File: config.mk
export PLATFORM = sky130hd
export DESIGN_NAME = rrat_free_return_flat
export DESIGN_NICKNAME = d
export VERILOG_FILES = /design/src/rtl/rrat_free_return_if.sv /design/src/rtl/rrat_free_return.sv /design/src/flat_wrapper.sv
export SDC_FILE = /design/constraint.sdc
export NUM_CORES = 1
export LEC_CHECK = 0
export ABC_CLOCK_PERIOD_IN_PS = 12100
export BUFFER_PORTS_ARGS = -buffer_cell sky130_fd_sc_hd__buf_2
export CAP_MARGIN = 20
export CORE_AREA = 2 2 218 155
export CTS_CLUSTER_DIAMETER = 150
export DETAILED_ROUTE_END_ITERATION = 7
export DIE_AREA = 0 0 220 157
export GPL_TIMING_DRIVEN = 0
export PLACE_DENSITY = 0.74
export RECOVER_POWER = 25
export SKIP_LAST_GASP = 1
export SYNTH_ARGS = -nofsm -noshare
export SYNTH_HDL_FRONTEND = slang
export SYNTH_SLANG_ARGS = --single-unit
File: constraint.sdc
create_clock -name clk -period 12.1 [get_ports clk]
set_input_delay 3.63 -clock clk [delete_from_list [all_inputs] [get_ports clk]]
set_output_delay 3.63 -clock clk [all_outputs]
set_load 0.005 [all_outputs]
File: src/rtl/rrat_free_return_if.sv
// rrat_free_return_if
//   Bundles the ROB commit port, the flush request, the free-list enqueue
//   port and the status outputs of rrat_free_return.
//   master : ROB / free-list / frontend side (drives commit and flush)
//   slave  : rrat_free_return itself
//   Signals:
//     commit_valid/commit_rd/commit_pd/commit_ready - ROB commit handshake
//     flush_in                                      - flush request pulse
//     fl_clear_out/fl_enqueue_out/fl_wdata_out      - free-list control
//     rrat_map_out                                  - flattened committed map
//     busy_out/err_out                              - rebuild / error status
interface rrat_free_return_if #(
    parameter int unsigned ARCH_REGS = 32,
    parameter int unsigned PHYS_REGS = 64,
    parameter int unsigned ARCH_W    = $clog2(ARCH_REGS),
    parameter int unsigned PHYS_W    = $clog2(PHYS_REGS)
);
    logic                        commit_valid;
    logic [ARCH_W-1:0]           commit_rd;
    logic [PHYS_W-1:0]           commit_pd;
    logic                        commit_ready;
    logic                        flush_in;
    logic                        fl_clear_out;
    logic                        fl_enqueue_out;
    logic [PHYS_W-1:0]           fl_wdata_out;
    logic [ARCH_REGS*PHYS_W-1:0] rrat_map_out;
    logic                        busy_out;
    logic                        err_out;

    modport master (
        output commit_valid, commit_rd, commit_pd, flush_in,
        input  commit_ready, fl_clear_out, fl_enqueue_out, fl_wdata_out,
               rrat_map_out, busy_out, err_out
    );

    modport slave (
        input  commit_valid, commit_rd, commit_pd, flush_in,
        output commit_ready, fl_clear_out, fl_enqueue_out, fl_wdata_out,
               rrat_map_out, busy_out, err_out
    );
endinterface

File: src/rtl/rrat_free_return.sv
// rrat_free_return
//   Retirement RAT plus free-list return path. Each accepted commit updates
//   the committed arch->phys map and returns the superseded physical register
//   to the free list one cycle later. A flush clears the free list and then
//   scans all physical registers, enqueueing every one that is not mapped.
//   Ports:
//     clk, rst : clock, asynchronous active-high reset
//     bus      : rrat_free_return_if.slave (commit, flush, free-list, status)
//   Optional: define RRAT_CHECK_EN to enable the sticky err_out consistency
//   check (double-mapped or self-replacing physical register on commit).
module rrat_free_return #(
    parameter int unsigned ARCH_REGS = 32,
    parameter int unsigned PHYS_REGS = 64,
    parameter int unsigned ARCH_W    = $clog2(ARCH_REGS),
    parameter int unsigned PHYS_W    = $clog2(PHYS_REGS)
) (
    input  logic                 clk,
    input  logic                 rst,
    rrat_free_return_if.slave    bus
);

    typedef enum logic [1:0] {
        IDLE,
        CLEAR,
        SCAN
    } state_t;

    state_t               state_q;
    state_t               state_d;

    logic [PHYS_W-1:0]    map_q [ARCH_REGS];
    logic [PHYS_REGS-1:0] mapped_q;
    logic [PHYS_W-1:0]    scan_cnt_q;
    logic                 enq_q;
    logic [PHYS_W-1:0]    wdata_q;

    logic                 commit_fire;
    logic                 commit_upd;
    logic                 flush_take;
    logic                 scan_last;
    logic [PHYS_W-1:0]    old_pd;

    always_comb begin
        commit_fire = bus.commit_valid && (state_q == IDLE);
        commit_upd  = commit_fire && (bus.commit_rd != '0);
        flush_take  = bus.flush_in && (state_q == IDLE);
        scan_last   = (state_q == SCAN) &&
                      (scan_cnt_q == PHYS_W'(PHYS_REGS - 1));
        old_pd      = map_q[bus.commit_rd];
    end

    // State register
    always_ff @(posedge clk or posedge rst) begin
        if (rst) begin
            state_q <= IDLE;
        end else begin
            state_q <= state_d;
        end
    end

    // Next-state logic; flush is only honoured from IDLE
    always_comb begin
        state_d = state_q;
        case (state_q)
            IDLE:    if (flush_take) state_d = CLEAR;
            CLEAR:   state_d = SCAN;
            SCAN:    if (scan_last) state_d = IDLE;
            default: state_d = IDLE;
        endcase
    end

    // State-decoded outputs
    always_comb begin
        bus.commit_ready = 1'b0;
        bus.fl_clear_out = 1'b0;
        bus.busy_out     = 1'b0;
        case (state_q)
            IDLE:  bus.commit_ready = 1'b1;
            CLEAR: begin
                bus.fl_clear_out = 1'b1;
                bus.busy_out     = 1'b1;
            end
            SCAN:  bus.busy_out = 1'b1;
            default: begin
                bus.commit_ready = 1'b0;
            end
        endcase
    end

    // Map, mapped bitmap, scan counter and the registered enqueue port
    always_ff @(posedge clk or posedge rst) begin
        if (rst) begin
            for (int unsigned i = 0; i < ARCH_REGS; i++) begin
                map_q[i] <= PHYS_W'(i);
            end
            mapped_q   <= {{(PHYS_REGS-ARCH_REGS){1'b0}}, {ARCH_REGS{1'b1}}};
            scan_cnt_q <= '0;
            enq_q      <= 1'b0;
            wdata_q    <= '0;
        end else begin
            enq_q <= 1'b0;
            case (state_q)
                IDLE: begin
                    scan_cnt_q <= '0;
                    if (commit_upd) begin
                        map_q[bus.commit_rd] <= bus.commit_pd;
                        // Clear before set: if pd == old the register stays mapped
                        mapped_q[old_pd]        <= 1'b0;
                        mapped_q[bus.commit_pd] <= 1'b1;
                        // A free issued alongside a flush would land in the
                        // CLEAR cycle and be wiped; the scan re-frees it instead
                        enq_q   <= !flush_take;
                        wdata_q <= old_pd;
                    end
                end
                CLEAR: begin
                    scan_cnt_q <= '0;
                end
                SCAN: begin
                    if (!mapped_q[scan_cnt_q]) begin
                        enq_q   <= 1'b1;
                        wdata_q <= scan_cnt_q;
                    end
                    scan_cnt_q <= scan_cnt_q + PHYS_W'(1);
                end
                default: begin
                    scan_cnt_q <= '0;
                end
            endcase
        end
    end

    assign bus.fl_enqueue_out = enq_q;
    assign bus.fl_wdata_out   = wdata_q;

    always_comb begin
        bus.rrat_map_out = '0;
        for (int unsigned i = 0; i < ARCH_REGS; i++) begin
            bus.rrat_map_out[i*PHYS_W +: PHYS_W] = map_q[i];
        end
    end

`ifdef RRAT_CHECK_EN
    logic err_q;

    always_ff @(posedge clk or posedge rst) begin
        if (rst) begin
            err_q <= 1'b0;
        end else if (commit_upd &&
                     (mapped_q[bus.commit_pd] || (bus.commit_pd == old_pd))) begin
            err_q <= 1'b1;
        end
    end

    assign bus.err_out = err_q;
`else
    assign bus.err_out = 1'b0;
`endif

endmodule
File: src/flat_wrapper.sv
// flat-port wrapper written by rule: the top's interface ports become plain ports
module rrat_free_return_flat 
#(
    parameter int unsigned ARCH_REGS = 32,
    parameter int unsigned PHYS_REGS = 64,
    parameter int unsigned ARCH_W    = $clog2(ARCH_REGS),
    parameter int unsigned PHYS_W    = $clog2(PHYS_REGS)
)
  (clk, rst, bus_commit_valid, bus_commit_rd, bus_commit_pd, bus_flush_in, bus_commit_ready, bus_fl_clear_out, bus_fl_enqueue_out, bus_fl_wdata_out, bus_rrat_map_out, bus_busy_out, bus_err_out);
  rrat_free_return_if #(.ARCH_REGS(ARCH_REGS), .PHYS_REGS(PHYS_REGS), .ARCH_W(ARCH_W), .PHYS_W(PHYS_W)) bus_i ();
  input  logic clk;
  input  logic rst;
  input wire logic [$bits(bus_i.commit_valid)-1:0] bus_commit_valid;
  input wire logic [$bits(bus_i.commit_rd)-1:0] bus_commit_rd;
  input wire logic [$bits(bus_i.commit_pd)-1:0] bus_commit_pd;
  input wire logic [$bits(bus_i.flush_in)-1:0] bus_flush_in;
  output wire logic [$bits(bus_i.commit_ready)-1:0] bus_commit_ready;
  output wire logic [$bits(bus_i.fl_clear_out)-1:0] bus_fl_clear_out;
  output wire logic [$bits(bus_i.fl_enqueue_out)-1:0] bus_fl_enqueue_out;
  output wire logic [$bits(bus_i.fl_wdata_out)-1:0] bus_fl_wdata_out;
  output wire logic [$bits(bus_i.rrat_map_out)-1:0] bus_rrat_map_out;
  output wire logic [$bits(bus_i.busy_out)-1:0] bus_busy_out;
  output wire logic [$bits(bus_i.err_out)-1:0] bus_err_out;
  assign bus_i.commit_valid = bus_commit_valid;
  assign bus_i.commit_rd = bus_commit_rd;
  assign bus_i.commit_pd = bus_commit_pd;
  assign bus_i.flush_in = bus_flush_in;
  assign bus_commit_ready = bus_i.commit_ready;
  assign bus_fl_clear_out = bus_i.fl_clear_out;
  assign bus_fl_enqueue_out = bus_i.fl_enqueue_out;
  assign bus_fl_wdata_out = bus_i.fl_wdata_out;
  assign bus_rrat_map_out = bus_i.rrat_map_out;
  assign bus_busy_out = bus_i.busy_out;
  assign bus_err_out = bus_i.err_out;
  rrat_free_return #(.ARCH_REGS(ARCH_REGS), .PHYS_REGS(PHYS_REGS), .ARCH_W(ARCH_W), .PHYS_W(PHYS_W)) u_core (.clk(clk), .rst(rst), .bus(bus_i));
endmodule
==> flow_results.org <==
** Routing
- The first detailed-routing pass ran for 6 iterations.
- The final route contains 11644 vias.
- Vias/cell :: around 6.4
- In the final routed layout, each cell accounts on average for 27.21 um.
- The routed design has roughly 49 mm of wire.
- After detailed routing, the number of remaining DRC violations is 0.
- Number of nets with antenna violations after routing :: 0
- In this run, the number of DRC markers left after iteration 0 of detailed routing was approximately 1800.

** Floorplan
- From left edge to right edge, the die measures 220 um.
- Core Region :: 32210 um2
- For this configuration, the core starts out at a cell density of around 43%.
- Top Ports :: 218
- The die is ~160 um tall.
- Floorplan die area :: roughly 35000 um2
- The floorplan has 55 rows.

** STA
- Slew Viols, Final :: 0
- For the final database, setup skew stands at 0.02933 ns.
- Post-layout minimum cycle time :: about 7.2 ns
- Measured against its own limit, the worst slew margin works out to around a fifth.
- RSZ-0062 raised after global routing :: false
- Setup violations remaining at the end of the flow were counted as 0.
- Hold violation count in the final report :: 0
- Final hold analysis gives a worst-case slack of 0.4745 ns.
- Sum Neg Setup Slack :: 0 ns
- For the pin with the worst max-slew slack, the measured transition is 1.201 ns.
- Static timing analysis puts the maximum clock frequency at ~140 MHz.
- The final critical path takes up about three fifths of the cycle.

** Synthesis
- The share of synthesized area in the top cell type comes to 28.84%.
- Number of storage elements in the synthesis netlist :: 271
- After technology mapping, the gate count stands at 1118.
- Biggest area consumer among synthesized cells :: dfrtp_1
- The Yosys step of the flow raised 0 warnings.
- Top cells by area, synth :: dfrtp_1 29%, dfstp_2 21%, mux2_2 16%
- Asr flop ratio synth :: 100.0%
- Top FF cell, synth :: dfrtp_1
- Part of the Yosys area used for sequential elements :: approximately half
- In this run the cell area of the synthesized design comes to 13800 um2.
- In this run, synthesis inferred 0 flip-flops with an integrated enable.
- In this run the mean area of a mapped cell was ~12 um2.
- The netlist uses 63 different library cells.
- Total nets after synthesis :: 1138

** Layout
- The layout has between 2000 and 3000 filler cells.
- The sequential cells in the finished layout cover a total of slightly below 7000 um2.
- Layout area overhead :: 18.88%
- Summing all multi-input logic gate instances after layout gives ~6300 um2.
- Post-route core utilization :: 50.93%
- Final nets :: approximately 1400
- Non-filler instance count after layout :: 1819
- Fraction of final layout cells sized beyond drive strength 1 :: 46.08%

** Clock network
- Number of levels the H-tree was split into :: 1
- CTS Root Buffer Type :: clkbuf_16
- TritonCTS built the clock tree.
- After clock tree synthesis, the flow added hold-fix buffers numbering 0.
- Total setup buffers inserted after CTS :: 0
- Clock tree buffer depth :: 3
- CTS saw 271 sinks.
- Inserted Clock Buffers :: 26
- The later pin in the worst-skew pair is clocked with a latency of 0.56 ns.
- Gates resized during post-CTS repair numbered 0.
- Clock-pin slew on the worst setup and hold paths :: 0.06 ns

** GRT
- The first global-routing pass estimated 73.42 mm of wire.
- Via count of the first global-routing pass :: approximately 11000
- Entering global routing, the biggest net connects approximately 130 pins.
- The number of antenna violations at the first check in global routing came to 5.
- For this run the aggregate overflow at the end of global routing stands at 0.
- Global routing used between 20% and 30% of the available tracks.

** Setup path
- Required time of the critical path :: approximately 13 ns
- At the worst endpoint, the arrival time is 7.72 ns.
- STA classifies the critical path startpoint as an input pin.
- By startpoint and endpoint, the worst setup path is classified as in2reg.
- Crit path max fanout :: 10
- The worst setup path is captured at a flip-flop.

** Power
- In this run the static leakage power is 7.254 nW.
- Peak VDD IR :: 106.5 uV
- For this design the ratio of total power to cell area is just under 200 nW/um2.

** Place
- Routability-driven placement finished with a final weighted congestion of about 0.99.
- Count of port buffers added during placement :: 212
- Including well taps, the total number of placed cells is 1767.
- Detailed placement ended at an HPWL of 36.76 mm.

** Status
- Result of the run :: completed

** Run
- Across the run, the number of max-cap violations was 0.

** Worst hold path
- The tightest min-delay check is of the reg2reg type.
-- metrics by stage --
step	cell area, um2	total power, mW	setup slack, ns
2_1_floorplan	13800	1.853	1.188
3_3_place_gp	15390	2.273	-1.739
3_5_place_dp	15510	2.309	4.652
4_1_cts	16390	3.164	5.222
5_1_grt	16400	3.305	4.951
6_report	16400	3.182	4.856
-- power breakdown --
| group | internal (mW) | leakage, nW | switching, mW | total [mW] |
|---|---|---|---|---|
| clock | 0.489 | 0.427 | 0.372 | 0.860 |
| sequential | 1.18 | 3.14 | 0.176 | 1.35 |
| combinational | 0.437 | 3.68 | 0.532 | 0.969 |
| total | 2.10 | 7.25 | 1.08 | 3.18 |
-- synth_stat cells (12+ instances only) --
cell type  number
nand3_1        27
o41ai_1        12
inv_1          18
mux4_2         25
nor2_1         28
buf_2          25
nand2_1        81
dfstp_2       112
dfrtp_1       159
mux2_2        191
a221o_1        24
o31ai_1        31
o22ai_1        42
o21ai_0        20
clkbuf_1       60
mux2i_1        74
o31a_1         25
-- cell type report --
class | instances | share of cell area [%]
plain buffers | 99 | 2.891
diodes | 3 | 0.04577
repair buffers | 224 | 7.193
multi-input cells | 730 | 38.63
flip-flops and latches | 271 | 42.20
clock buffers | 39 | 4.760
inverters | 18 | 0.4195
clock inverters | 8 | 0.6026
well taps | 427 | 3.257
-- sequential cells by signal (all words and copies together), names as in the netlist --
register                   count
u_core.mapped_q               64
u_core.bus.fl_wdata_out        6
u_core.state_q                 2
u_core.bus.fl_enqueue_out      1
u_core.bus.rrat_map_out      192
u_core.scan_cnt_q              6
-- cell usage in the layout (no fill, tap or decap), types with 5 or more instances in the layout --
cell type / n
dfrtp_1: 159
mux2_2: 191
clkbuf_1: 70
and3b_1: 5
nand2_1: 81
inv_1: 17
or4bb_1: 6
nand4b_1: 5
nand3_1: 27
buf_4: 8
mux2i_1: 74
nor4_1: 10
a221o_1: 24
buf_6: 9
o22ai_1: 42
nor2b_1: 6
o41ai_1: 12
o21ai_0: 20
clkbuf_8: 6
clkbuf_16: 27
a22oi_1: 11
o211ai_1: 11
nand4_1: 5
nor2_1: 28
nor3_1: 8
and2_1: 5
buf_2: 237
dfstp_2: 112
o31a_1: 25
nor3b_1: 11
mux4_2: 25
ha_1: 5
o31ai_1: 31
-- final timing paths --
path                                      start                     endpoint  slack, ns  depth (start not counted)
min                          u_core.mapped_q[0]           u_core.mapped_q[0]       0.47                          2
min reg2reg                  u_core.mapped_q[0]           u_core.mapped_q[0]       0.47                          2
max reg2reg                u_core.scan_cnt_q[0]   u_core.bus.fl_wdata_out[1]       7.69                          9
max in group asynchronous                   rst  u_core.bus.rrat_map_out[99]       7.18                          4
min in group asynchronous                   rst   u_core.bus.rrat_map_out[5]       3.25                          2
max                            bus_commit_rd[0]          u_core.mapped_q[10]       4.86                         12
-- critical path: stages --
cell and delay, ns:
buf_6 0.16, buf_6 0.25, buf_6 0.24, buf_6 0.23, buf_6 0.25, mux2i_1 0.32
o22ai_1 0.24, nor4_1 1.02, nand4_1 0.50, buf_2 0.34, o41ai_1 0.41, nand2_1 0.11
-- layer usage --
layer	vias up	track usage (%)	share of wire, %
li1	4748	-	-
met1	6027	41.76	43
met2	765	38.32	40
met3	102	11.98	14
met4	2	7.862	2.9
met5	-	0	0.026
-- cells by family (layout without fill, tap and decap cells) --
family,Yosys count,count (layout),synth area share (%)
compound gates,203,203,11.31
buf+inv,117,388,3.954
other cells,1,4,0.02718
flops,271,271,50.16
fa+ha+maj,5,5,0.4534
xor+xnor,4,4,0.2539
simple gates,227,227,8.805
mux,290,290,25.04
Note: power is estimated with default switching activity, not from simulation.
